**src/rtl/noc_output_switch.sv**
```systemverilog
// Output-port switch for a NoC router: wormhole arbitration across input ports
// into a single output FIFO, with per-VC downstream flow control.
module noc_output_switch #(
  parameter int PORTS      = 5,
  parameter int CHANNELS   = 2,
  parameter int DATA_WIDTH = 64,
  parameter int DEPTH      = 4
) (
  input  logic                          noc_clk,
  input  logic                          noc_rst_n,
  input  logic [PORTS*CHANNELS-1:0]     in_valid,
  input  logic [PORTS*DATA_WIDTH-1:0]   in_flit,
  input  logic [PORTS-1:0]              in_head,
  input  logic [PORTS-1:0]              in_tail,
  output logic [PORTS-1:0]              in_ready,
  output logic [CHANNELS-1:0]           out_valid,
  output logic [DATA_WIDTH-1:0]         out_flit,
  output logic                          out_head,
  output logic                          out_tail,
  input  logic [CHANNELS-1:0]           out_vc_ready,
  output logic [PORTS-1:0]              grant,
  output logic [$clog2(DEPTH+1)-1:0]    count
);

  localparam int PW    = $clog2(PORTS);
  localparam int PTR_W = $clog2(DEPTH);
  localparam int CNT_W = $clog2(DEPTH+1);

  typedef enum logic {IDLE, LOCKED} state_t;

  state_t                r_state;
  logic [PW-1:0]         r_owner;
  logic [PW-1:0]         r_rr_ptr;
  logic [PTR_W-1:0]      r_wr_ptr;
  logic [PTR_W-1:0]      r_rd_ptr;
  logic [CNT_W-1:0]      r_count;
  logic [CHANNELS-1:0]   r_mem_vc   [DEPTH];
  logic                  r_mem_head [DEPTH];
  logic                  r_mem_tail [DEPTH];
  logic [DATA_WIDTH-1:0] r_mem_flit [DEPTH];

  logic [PORTS-1:0]      w_port_req;
  logic [PW-1:0]         w_sel;
  logic                  w_any;
  logic [PW:0]           w_idx;
  logic [PORTS-1:0]      w_grant;
  logic                  w_full;
  logic                  w_empty;
  logic [CHANNELS-1:0]   w_sel_valid;
  logic [CHANNELS-1:0]   w_vc;
  logic [DATA_WIDTH-1:0] w_sel_flit;
  logic                  w_sel_head;
  logic                  w_sel_tail;
  logic                  w_push;
  logic                  w_pop;
  logic [PW-1:0]         w_rr_next;

  always_comb begin
    for (int p = 0; p < PORTS; p++) begin
      w_port_req[p] = |in_valid[p*CHANNELS +: CHANNELS];
    end
  end

  // IDLE re-arbitrates every cycle among head flits starting at r_rr_ptr;
  // LOCKED pins the grant to the owner until its tail goes through.
  always_comb begin
    w_sel = '0;
    w_any = 1'b0;
    w_idx = '0;
    if (r_state == LOCKED) begin
      w_sel = r_owner;
      w_any = 1'b1;
    end else begin
      for (int i = 0; i < PORTS; i++) begin
        w_idx = {1'b0, r_rr_ptr} + (PW+1)'(i);
        if (w_idx >= (PW+1)'(PORTS)) w_idx = w_idx - (PW+1)'(PORTS);
        if (!w_any && w_port_req[w_idx[PW-1:0]] && in_head[w_idx[PW-1:0]]) begin
          w_any = 1'b1;
          w_sel = w_idx[PW-1:0];
        end
      end
    end
  end

  assign w_grant     = w_any ? (PORTS'(1) << w_sel) : '0;
  assign w_full      = (r_count == CNT_W'(DEPTH));
  assign w_empty     = (r_count == '0);
  assign w_sel_valid = in_valid[w_sel*CHANNELS +: CHANNELS];
  assign w_vc        = w_sel_valid & (~w_sel_valid + CHANNELS'(1));
  assign w_sel_flit  = in_flit[w_sel*DATA_WIDTH +: DATA_WIDTH];
  assign w_sel_head  = in_head[w_sel];
  assign w_sel_tail  = in_tail[w_sel];
  assign w_push      = w_any && !w_full && (|w_sel_valid);
  assign w_rr_next   = (w_sel == PW'(PORTS-1)) ? '0 : w_sel + PW'(1);

  assign grant    = w_grant;
  assign in_ready = w_full ? '0 : w_grant;

  // Outputs are forced to zero when empty so stale storage never leaks out.
  assign out_valid = w_empty ? '0 : r_mem_vc[r_rd_ptr];
  assign out_flit  = w_empty ? '0 : r_mem_flit[r_rd_ptr];
  assign out_head  = !w_empty && r_mem_head[r_rd_ptr];
  assign out_tail  = !w_empty && r_mem_tail[r_rd_ptr];
  assign w_pop     = |(out_valid & out_vc_ready);
  assign count     = r_count;

  always_ff @(posedge noc_clk) begin
    if (!noc_rst_n) begin
      r_state  <= IDLE;
      r_owner  <= '0;
      r_rr_ptr <= '0;
    end else if (w_push) begin
      if (w_sel_tail) begin
        r_state  <= IDLE;
        r_rr_ptr <= w_rr_next;
      end else if (r_state == IDLE && w_sel_head) begin
        r_state <= LOCKED;
        r_owner <= w_sel;
      end
    end
  end

  always_ff @(posedge noc_clk) begin
    if (!noc_rst_n) begin
      r_wr_ptr <= '0;
      r_rd_ptr <= '0;
      r_count  <= '0;
    end else begin
      if (w_push) r_wr_ptr <= r_wr_ptr + PTR_W'(1);
      if (w_pop)  r_rd_ptr <= r_rd_ptr + PTR_W'(1);
      case ({w_push, w_pop})
        2'b10:   r_count <= r_count + CNT_W'(1);
        2'b01:   r_count <= r_count - CNT_W'(1);
        default: r_count <= r_count;
      endcase
    end
  end

  always_ff @(posedge noc_clk) begin
    if (w_push) begin
      r_mem_vc[r_wr_ptr]   <= w_vc;
      r_mem_head[r_wr_ptr] <= w_sel_head;
      r_mem_tail[r_wr_ptr] <= w_sel_tail;
      r_mem_flit[r_wr_ptr] <= w_sel_flit;
    end
  end

endmodule

```
**config.mk**
```make
export PLATFORM = sky130hd
export DESIGN_NAME = noc_output_switch
export DESIGN_NICKNAME = d
export VERILOG_FILES = /design/src/rtl/noc_output_switch.sv
export SDC_FILE = /design/constraint.sdc
export NUM_CORES = 1
export LEC_CHECK = 0
export BUFFER_PORTS_ARGS = -buffer_cell sky130_fd_sc_hd__buf_2
export CORE_ASPECT_RATIO = 1.5
export CORE_MARGIN = 2
export CORE_UTILIZATION = 35
export CTS_BUF_LIST = sky130_fd_sc_hd__clkbuf_4 sky130_fd_sc_hd__clkbuf_8
export DETAILED_ROUTE_END_ITERATION = 16
export GPL_ROUTABILITY_DRIVEN = 0
export PLACE_DENSITY_LB_ADDON = 0.15
export RECOVER_POWER = 50
export SLEW_MARGIN = 20
export SYNTH_ARGS = -nofsm -noshare
export SYNTH_HDL_FRONTEND = slang
export SYNTH_SLANG_ARGS = --single-unit
```
**constraint.sdc**
```tcl
create_clock -name noc_clk -period 13.5 [get_ports noc_clk]
set_input_delay 2.025 -clock noc_clk [delete_from_list [all_inputs] [get_ports noc_clk]]
set_output_delay 2.025 -clock noc_clk [all_outputs]
set_load 0.01 [all_outputs]
```
# Word-level counts from Yosys, hierarchy flattened
# Memory sizes are Yosys's and may differ from the RTL's. A register that Yosys moved wholly into a read port is not among the register bits.
# Cells that the tools add are included.
[classes]
mux = 68
eq_ne = 4
reduce_logical = 33
shifts = 3
n_addsub = 15
order_cmp = 11
bitwise = 5
[ops]
columns = ["cell", "count"]
rows = [
  ["$shiftx A320 B10 Y64", 1],
  ["$mux W64", 1],
  ["$mux W3", 17],
  ["$bmux W1 S3", 12],
  ["$mux W1", 26],
  ["$lt A3 B4 Y1 const B", 6],
  ["$mux W2", 9],
  ["$ge A4 B3 Y1 const B", 4],
  ["$sub A3 B3 Y3 const B", 5],
  ["$logic_and A1 B1 Y1", 14],
  ["$reduce_or A2 Y1", 7],
  ["$mux W5", 2],
  ["$shiftx A10 B5 Y2", 1],
  ["$add A3 B2 Y4 const B", 2],
  ["$add A2 B1 Y2 const B", 3],
  ["$add A3 B1 Y3 const B", 2],
  ["$eq A3 B3 Y1 const B", 2],
  ["$logic_not A1 Y1", 6],
  ["$pmux W3 S2", 1],
  ["$shl A1 B3 Y5 const A", 1],
  ["$add A3 B1 Y4 const B", 1],
  ["$add A3 B3 Y4 const B", 1],
  ["$and A2 B2 Y2", 2],
  ["$reduce_and A2 Y1", 2],
  ["9 further kinds", 11],
]
[word_totals]
output_inout_bits = 81
in_bits = 344
word_cells = 149
ram_bits = 272
memories = 4
register_bits = 14
[memory_table]
columns = ["name", "words", "width", "rd", "rd_ports_with_merged_regs", "write_ports", "line", "rtl"]
rows = [
  ["r_mem_flit", 4, 64, 1, 1, 1, "40", "logic [DATA_WIDTH-1:0] r_mem_flit [DEPTH];"],
  ["r_mem_vc", 4, 2, 1, 1, 1, "37", "logic [CHANNELS-1:0] r_mem_vc [DEPTH];"],
  ["r_mem_head", 4, 1, 1, 1, 1, "38", "logic r_mem_head [DEPTH];"],
  ["r_mem_tail", 4, 1, 1, 1, 1, "39", "logic r_mem_tail [DEPTH];"],
]

# Longest topological paths before layout
# Gate-level depths: netlist of the first run.
[depth]
depth_word = 33
depth_mapped = 23
mapped_depth_nobuf = 23

# Worst setup path before layout of the first run
# OpenSTA, ideal clock, no wires.
[synth_timing]
path_type = "input-to-output"
from = "input port in_valid[9]"
to = "output port in_ready[2]"
t_arrival_ns = 5.077
slack_ns = 6.398
path_stages = 13
t_required_ns = 11.475
n_path_buf = 1
path_cell_list = "o21ai_0 nor3_1 and3_1 o311ai_1 o31ai_1 or4_4 o31ai_1 nor2_1 inv_2 clkbuf_1 ha_1 and3_1 and2_1"
[synth_between]
elab_chain_cells = 29
word_cells_on_any_way = 43
cone_classes = "shift (1); mux (28); reduce/logical (14)"
[synth_rtl]
columns = ["item", "line", "rtl"]
rows = [
  ["from (decl)", "11", "input logic [PORTS*CHANNELS-1:0] in_valid,"],
  ["$reduce_or A2 Y1 (*)", "60", "w_port_req[p] = |in_valid[p*CHANNELS +: CHANNELS];"],
  ["$bmux W1 S3", "77", "if (!w_any && w_port_req[w_idx[PW-1:0]] && in_head[w_idx[PW-1:0]]) begin"],
  ["$mux W1 (implied by the code)", "77", ""],
  ["$logic_and A1 B1 Y1", "77", ""],
  ["$mux W1", "77", ""],
  ["$mux W1", "70", "if (r_state == LOCKED) begin"],
  ["$logic_not A1 Y1", "77", ""],
  ["$logic_and A1 B1 Y1 (2 in series)", "77", ""],
  ["(+13 left out)", "-", ""],
  ["$logic_and A1 B1 Y1 (2 in series)", "77", ""],
  ["$mux W3 (*)", "77", ""],
  ["$mux W3 (*)", "70", ""],
  ["via w_sel[1]", "43", "logic [PW-1:0] w_sel;"],
  ["$shl A1 B3 Y5 (*)", "85", "assign w_grant = w_any ? (PORTS'(1) << w_sel) : '0;"],
  ["$mux W5 (*)", "85", ""],
  ["via grant[2]", "21", "output logic [PORTS-1:0] grant,"],
  ["$mux W5 (*)", "97", "assign in_ready = w_full ? '0 : w_grant;"],
  ["to (decl)", "15", "output logic [PORTS-1:0] in_ready,"],
]
# Mark *: on every way through the listed nets, which the timed path passes. The rest lies on a longest branch. The select of a mux whose other input is x is not followed.

# Final worst setup path of the first run
[layout_timing]
from = "input port in_valid[9]"
to = "output port in_ready[3]"
[layout_between]
elab_chain_cells = 29
word_cells_on_any_way = 43
cone_classes = "shift (1); mux (28); reduce/logical (14)"
[layout_rtl]
columns = ["item", "line"]
rows = [
  ["$reduce_or A2 Y1 (*)", "60"],
  ["$bmux W1 S3", "77"],
  ["$mux W1 (implied by the code)", "77"],
  ["$logic_and A1 B1 Y1", "77"],
  ["$mux W1", "77"],
  ["$mux W1", "70"],
  ["$logic_not A1 Y1", "77"],
  ["$logic_and A1 B1 Y1 (2 in series)", "77"],
  ["(+11 left out)", "-"],
  ["$mux W1", "70"],
  ["$logic_not A1 Y1", "77"],
  ["$logic_and A1 B1 Y1 (2 in series)", "77"],
  ["$mux W3", "77"],
  ["$mux W3", "70"],
  ["$shl A1 B3 Y5", "85"],
  ["$mux W5 (*)", "85"],
  ["$mux W5 (*)", "97"],
]
# Every way passes the cells marked *; elsewhere a longest branch is shown, timed or not. The select of a mux whose other input is x is not followed.

==> results of run 1 <==
[cells by family (layout without fill, tap and decap cells)]
| group | count (synthesis) | count (layout) | share of synthesized area, % |
|---|---|---|---|
| flip-flops | 288 | 288 | 55.8 |
| XOR/XNOR | 4 | 4 | 0.230 |
| AO/OA/AOI/OAI | 171 | 171 | 9.29 |
| buffers and inverters | 102 | 536 | 2.72 |
| AND/OR/NAND/NOR | 319 | 319 | 10.1 |
| adder cells (fa/ha/maj) | 20 | 20 | 1.74 |
| other | 0 | 3 | 0 |
| multiplexers | 217 | 217 | 20.1 |
[cell usage after synthesis, drive strengths merged (2+ instances only)]
| cell | instances | share of area [%] |
|---|---|---|
| or2 | 2 | 0.082 |
| a32o | 65 | 4.3 |
| xor2 | 3 | 0.17 |
| buf | 30 | 0.95 |
| o2bb2ai | 2 | 0.12 |
| o211ai | 2 | 0.13 |
| or3 | 5 | 0.21 |
| fa | 2 | 0.26 |
| o32ai | 4 | 0.23 |
| a211o | 4 | 0.23 |
| nand3 | 13 | 0.43 |
| inv | 24 | 0.59 |
| a21oi | 18 | 0.59 |
| nand2 | 151 | 3.7 |
| a31o | 3 | 0.17 |
| o22ai | 2 | 0.082 |
| o21ai | 21 | 0.69 |
| nor4 | 2 | 0.082 |
| a21o | 5 | 0.25 |
| a211oi | 8 | 0.39 |
| a221o | 2 | 0.13 |
| mux2i | 144 | 9.5 |
| nor2 | 32 | 0.79 |
| nor2b | 73 | 3.1 |
| nor3b | 4 | 0.20 |
| nor3 | 10 | 0.36 |
| o2111ai | 2 | 0.12 |
| edfxtp | 272 | 54 |
| nand2b | 4 | 0.16 |
| and2 | 8 | 0.33 |
| dfxtp | 16 | 2.1 |
| o31ai | 4 | 0.20 |
| o211a | 3 | 0.20 |
| mux4 | 70 | 10 |
| a31oi | 3 | 0.12 |
| and3 | 11 | 0.45 |
| mux2 | 3 | 0.25 |
| ha | 18 | 1.5 |
| clkbuf | 48 | 1.2 |
| a22oi | 4 | 0.20 |
| o41ai | 2 | 0.12 |
| o21a | 6 | 0.30 |
[critical path: stages]
cell	delay (ps)
clkbuf_1	110
o21ai_0	700
nor3_1	200
and3_1	250
o311ai_0	330
o31ai_1	190
or4_1	650
o31ai_1	410
nor2_4	70
clkinv_1	50
clkbuf_1	2520
ha_1	480
ha_1	190
and3_1	160
buf_2	130
[area by class of cell]
| type | instances | area [sq um] | area share, % |
|---|---|---|---|
| tap | 570 | 713 | 3.83 |
| multi-input combinational | 731 | 6350 | 34.2 |
| timing repair buffer | 438 | 2130 | 11.4 |
| clock buffer | 57 | 697 | 3.75 |
| clock inverter | 17 | 121 | 0.652 |
| sequential | 288 | 8490 | 45.6 |
| antenna | 3 | 7.51 | 0.0403 |
| inverter | 24 | 90.1 | 0.484 |
[sequential cells by signal, summed over array words and instances, names as in the netlist, named ones only]
register,flops
count,3
r_mem_flit,256
r_mem_head,4
r_mem_tail,4
r_mem_vc,8
r_owner,3
r_rd_ptr,2
r_rr_ptr,3
r_state,1
r_wr_ptr,2
[final timing paths]
check	start	to	slack (ps)	cells past startpoint
worst max-delay path	in_valid[9]	in_ready[3]	2970	15
worst min-delay path	r_owner[2]	r_owner[2]	500	2
worst max register to register	r_rr_ptr[0]	r_mem_flit[2][6]	4490	18
worst min register to register	r_owner[2]	r_owner[2]	500	2
[routing by layer]
metal	wire length (um)	part of all wire [%]	up-vias
li1	-	-	5187
met5	13	0.029	-
met3	2400	5.3	69
met2	24700	55	402
met4	1190	2.6	2
met1	16800	37	5251
[through the flow]
step / utilization, % / hold slack, ps
global placement: 41.7 / 483
detailed placement: 41.7 / 489
finish: 43.3 / 498
floorplan: - / 464
CTS: 43.6 / 505
global route: 43.3 / 529
[cells in the final DEF, fill, tap and decap left out, types with 5 or more instances in the layout]
master    synthesis  layout
buf_2            16     352
edfxtp_1        272     272
nand2_1         150     150
mux2i_1         144     144
clkbuf_1         48      75
nor2b_1          72      72
mux4_2           70      70
a32o_1           65      65
clkbuf_8          0      43
nor2_1           32      31
o21ai_0          21      21
inv_1            21      20
a21oi_1          18      18
ha_1             18      18
dfxtp_1          16      15
clkbuf_4          0      14
nand3_1          13      13
buf_4             3      10
clkinv_1          0       9
a211oi_1          8       8
nor3_1            9       8
and2_1            8       8
and3_1           11       7
o21a_1            6       6
or3_1             5       5
a21o_1            5       5
==> reports/metrics.json, run 1 <==
{
  "outcome": {"value": "finished with violations"},
  "critical_setup_path_kind": {"value": "input pin to output pin"},
  "timing_worst_slew_pin_value": {"value": 3620, "unit": "ps"},
  "postSynthAreaPerCell": {"value": 13.6, "unit": "sq um"},
  "drt-initial-drc-count": {"value": 545},
  "finalHoldViolCount": {"value": 0},
  "initial_core_util": {"value": 35.4, "unit": "%"},
  "tritoncts": {"value": "built"},
  "placed_cells_incl_taps": {"value": 2051},
  "post_cts.resized_instances": {"value": 0},
  "cp.arrival": {"value": 8500, "unit": "ps"},
  "syn-instance-count": {"value": 1121},
  "layoutNonFillerInstCount": {"value": 2128},
  "dominantRegCellSynth": {"value": "edfxtp_1"},
  "final_clock_period_utilization_by_the_worst_path": {"value": 78.0, "unit": "%"},
  "drc": {"value": 0},
  "post_synth_num_cell_types": {"value": 66},
  "grt.met1_usage": {"value": 20.7, "unit": "%"},
  "worst_skew_pair.late_latency": {"value": 570, "unit": "ps"},
  "violations_in_the_final_reports": {"value": "max-capacitance violations, max-slew violations"},
  "syn_area": {"value": 15200, "unit": "sq um"},
  "grt_util_overall": {"value": 19.4, "unit": "%"},
  "drv_slew": {"value": 209},
  "synth.ff_latch_count": {"value": 288},
  "overflow": {"value": 0},
  "finalNetCount": {"value": 1890},
  "number_of_antenna_violations_at_the_first_check_in_global_routing": {"value": 4},
  "final_layout_size_suffix_gt1_share": {"value": 33.7, "unit": "%"},
  "synth_nets": {"value": 1485},
  "cts_hold_repair.buffers": {"value": 0},
  "tritoncts_num_sinks": {"value": 288},
  "root_buffer": {"value": "clkbuf_8"},
  "yosysWarningCount": {"value": 0},
  "cp_max_fo": {"value": 72},
  "die-width": {"value": 174, "unit": "um"},
  "rsz0062_at_grt": {"value": "no"},
  "core_region_area": {"value": 42900, "unit": "sq um"},
  "total_routed_wirelength": {"value": 45.1, "unit": "mm"},
  "timing.slew.headroom": {"value": -141, "unit": "%"},
  "holdCritPathClass": {"value": "flop to flop"},
  "grt_max_degree": {"value": 82},
  "first_pass_iters": {"value": 5},
  "max_freq": {"value": 95.0, "unit": "MHz"},
  "grt_use_met2": {"value": 37.8, "unit": "%"},
  "crit_start_category": {"value": "input pin"},
  "antenna_violating_nets_post_route": {"value": 0},
  "viasPerCell": {"value": 5.13},
  "htree_num_levels": {"value": 2},
  "cp_data_required_time": {"value": 11480, "unit": "ps"},
  "setup_viol": {"value": 0},
  "final_area": {"value": 18600, "unit": "sq um"},
  "num_vias": {"value": 10900},
  "global_route.peak_usage_layer": {"value": "met2"},
  "placement_rows": {"value": 93},
  "dp_hpwl": {"value": 31.4, "unit": "mm"},
  "finalClockSkew": {"value": 34.8, "unit": "ps"},
  "port-buffer-count": {"value": 424},
  "grt_pass1_vias": {"value": 11400},
  "fillCellCount": {"value": 4036},
  "avgRoutedWirePerCell": {"value": 21.2, "unit": "um"},
  "global_route.usage.met3": {"value": 3.51, "unit": "%"},
  "dp_worst_setup_slack": {"value": 5010, "unit": "ps"},
  "time_the_final_worst_path_needs_with_i_o_delays_and_setup": {"value": 10530, "unit": "ps"},
  "fp.dieArea": {"value": 45200, "unit": "sq um"},
  "ys_seq_area_share": {"value": 55.8, "unit": "%"},
  "max_cap_violations": {"value": 4},
  "design.portCount": {"value": 425},
  "fin_tns_setup": {"value": 0, "unit": "ps"},
  "synth_enable_flop_cells": {"value": 272},
  "postSynth.asyncResetShare": {"value": 0, "unit": "%"},
  "placed_cell_area": {"value": 17900, "unit": "sq um"},
  "total_cts_buffers": {"value": 43},
  "worst_setup_path_end_kind": {"value": "output pin"},
  "clk_transition_reported_paths": {"value": 60, "unit": "ps"},
  "setup_ws": {"value": 2970, "unit": "ps"},
  "grt_pass1_wl": {"value": 66.2, "unit": "mm"},
  "syn2layout_area_growth": {"value": 22.3, "unit": "%"},
  "post_cts_buffers": {"value": 0},
  "die_height": {"value": 259, "unit": "um"},
  "max-clock-path-buffers": {"value": 3}
}
Power of run 1 is left out: the tool's default activity adds up to more than one toggle a clock period on the data nets, which glitch-free logic cannot reach.
==> inputs of run 2 (changes only) <==
- clock period: 13.5 -> 10.4 ns (I/O delays scaled with it)
==> reports/metrics.json, run 2 (synthesis results as in run 1) <==
{
  "first_pass_iters": {"value": 6},
  "regMostFlops": {"value": "r_mem_flit"},
  "critical_setup_path_kind": {"value": "flop to output pin"},
  "largest_reg_flops": {"value": 256},
  "root_buffer": {"value": "clkbuf_8"},
  "num_vias": {"value": 11100},
  "cp_data_required_time": {"value": 8840, "unit": "ps"},
  "drt-initial-drc-count": {"value": 567},
  "worst_skew_pair.late_latency": {"value": 570, "unit": "ps"},
  "grt_max_degree": {"value": 80},
  "grt_util_overall": {"value": 19.8, "unit": "%"},
  "final_layout_size_suffix_gt1_share": {"value": 34.0, "unit": "%"},
  "finalClockSkew": {"value": 25.6, "unit": "ps"},
  "post_cts_buffers": {"value": 0},
  "die-width": {"value": 174, "unit": "um"},
  "core_region_area": {"value": 42900, "unit": "sq um"},
  "timing.slew.headroom": {"value": -137, "unit": "%"},
  "crit_start_category": {"value": "flop"},
  "grt_pass1_vias": {"value": 11800},
  "post_cts.resized_instances": {"value": 0},
  "viasPerCell": {"value": 5.23},
  "tritoncts_num_sinks": {"value": 288},
  "tritoncts": {"value": "built"},
  "total_cts_buffers": {"value": 43},
  "dp_hpwl": {"value": 31.9, "unit": "mm"},
  "clk_transition_reported_paths": {"value": 60, "unit": "ps"},
  "worstHoldStart": {"value": "r_wr_ptr[0]"},
  "antenna_violating_nets_post_route": {"value": 0},
  "placement_rows": {"value": 93},
  "crit_path_max_delay_family": {"value": "simple AND/OR/NAND/NOR gates"},
  "violations_in_the_final_reports": {"value": "max-capacitance violations, max-slew violations"},
  "worst_r2r_startpoint": {"value": "r_rr_ptr[1]"},
  "timing_worst_slew_pin_value": {"value": 3550, "unit": "ps"},
  "design.portCount": {"value": 425},
  "initial_core_util": {"value": 35.4, "unit": "%"},
  "cp.arrival": {"value": 6540, "unit": "ps"},
  "finalNetCount": {"value": 1892},
  "worst_setup_path_end_kind": {"value": "output pin"},
  "most_common_cell_after_layout_fill_and_taps_aside": {"value": "buf_2"},
  "outcome": {"value": "finished with violations"},
  "rsz0062_at_grt": {"value": "no"},
  "holdCritPathClass": {"value": "flop to flop"},
  "number_of_antenna_violations_at_the_first_check_in_global_routing": {"value": 1},
  "overflow": {"value": 0},
  "timing.critical_path.slowest_stage_cell": {"value": "inv_1"},
  "setup_viol": {"value": 0},
  "time_the_final_worst_path_needs_with_i_o_delays_and_setup": {"value": 8100, "unit": "ps"},
  "crit_path_max_incr_delay": {"value": 680, "unit": "ps"},
  "port-buffer-count": {"value": 424},
  "max_cap_violations": {"value": 3},
  "largestRegisters": {"value": "r_mem_flit x256, r_mem_vc x8"},
  "total_routed_wirelength": {"value": 45.3, "unit": "mm"},
  "max_freq": {"value": 123, "unit": "MHz"},
  "fp.dieArea": {"value": 45200, "unit": "sq um"},
  "layout.cells.most_common_list": {"value": "buf_2 (353), edfxtp_1 (272), nand2_1 (150), mux2i_1 (144), clkbuf_1 (73)"},
  "crit_chain": {"value": "buf_4 -> inv_1 -> ha_1 -> inv_1 -> fa_1 -> o21ba_2 -> nor3_1 -> and3_1 -> o311ai_0 -> o31ai_1 -> or4_1 -> o211ai_1 -> nand2_8 -> inv_1 -> ha_1 -> ha_1 -> and3_1 -> buf_2"},
  "drv_slew": {"value": 136},
  "syn2layout_area_growth": {"value": 23.2, "unit": "%"},
  "avgRoutedWirePerCell": {"value": 21.3, "unit": "um"},
  "cp-startpoint": {"value": "r_rr_ptr[0]"},
  "max-clock-path-buffers": {"value": 3},
  "cp_max_fo": {"value": 79},
  "grt_pass1_wl": {"value": 68.1, "unit": "mm"},
  "cts_hold_repair.buffers": {"value": 0},
  "die_height": {"value": 259, "unit": "um"},
  "fin_tns_setup": {"value": 0, "unit": "ps"},
  "final_clock_period_utilization_by_the_worst_path": {"value": 77.9, "unit": "%"},
  "drc": {"value": 0},
  "crit_buf_inv": {"value": 5},
  "finalHoldViolCount": {"value": 0},
  "htree_num_levels": {"value": 2}
}
-- run 2: changes by cell type in the layout (fill, tap and decap cells not counted), sizes merged --
cell | before | now
buf | 363 | 367
bufinv | 1 | 4
clkbuf | 132 | 130
clkinv | 13 | 14
diode | 3 | 1
-- run 2: worst min-delay path, stage by stage (launching register included) --
cell and delay, ps:
dfxtp_1 330, o21ai_0 80, a21oi_1 60
-- run 2: final timing paths --
path,depth (start not counted),slack [ps],endpoint
worst max-delay path,18,2300,in_ready[3]
worst min-delay path,2,510,r_wr_ptr[0]
worst max register to register,14,2490,r_mem_flit[0][6]
worst min register to register,2,510,r_wr_ptr[0]
-- run 2: layout make-up --
type	instances	area [sq um]
fill	4124	24200
sequential	288	8490
multi-input combinational	731	6340
timing repair buffer	440	2180
tap	570	713
clock buffer	57	709
clock inverter	21	204
inverter	24	90.1
antenna	1	2.50
-- run 2: per-stage QoR --
step           std cells  util (%)  cell area [sq um]  worst slack [ps]  hold WS, ps
2_1_floorplan       1121         -              15200              4160          464
3_3_place_gp        2051      41.7              17900              3190          482
3_5_place_dp        2051      41.7              17900              3020          503
4_1_cts             2129      43.8              18800              2930          516
5_1_grt             2132      43.6              18700              1670          543
6_report            2132      43.6              18700              2300          512
-- run 2: routing by layer --
layer	part of all wire, %	global-route usage [%]
met1	37	21.6
met4	3.0	6.72
met3	5.1	3.13
met2	55	38.4
met5	0	0
Power of run 2 is left out for the same reason.
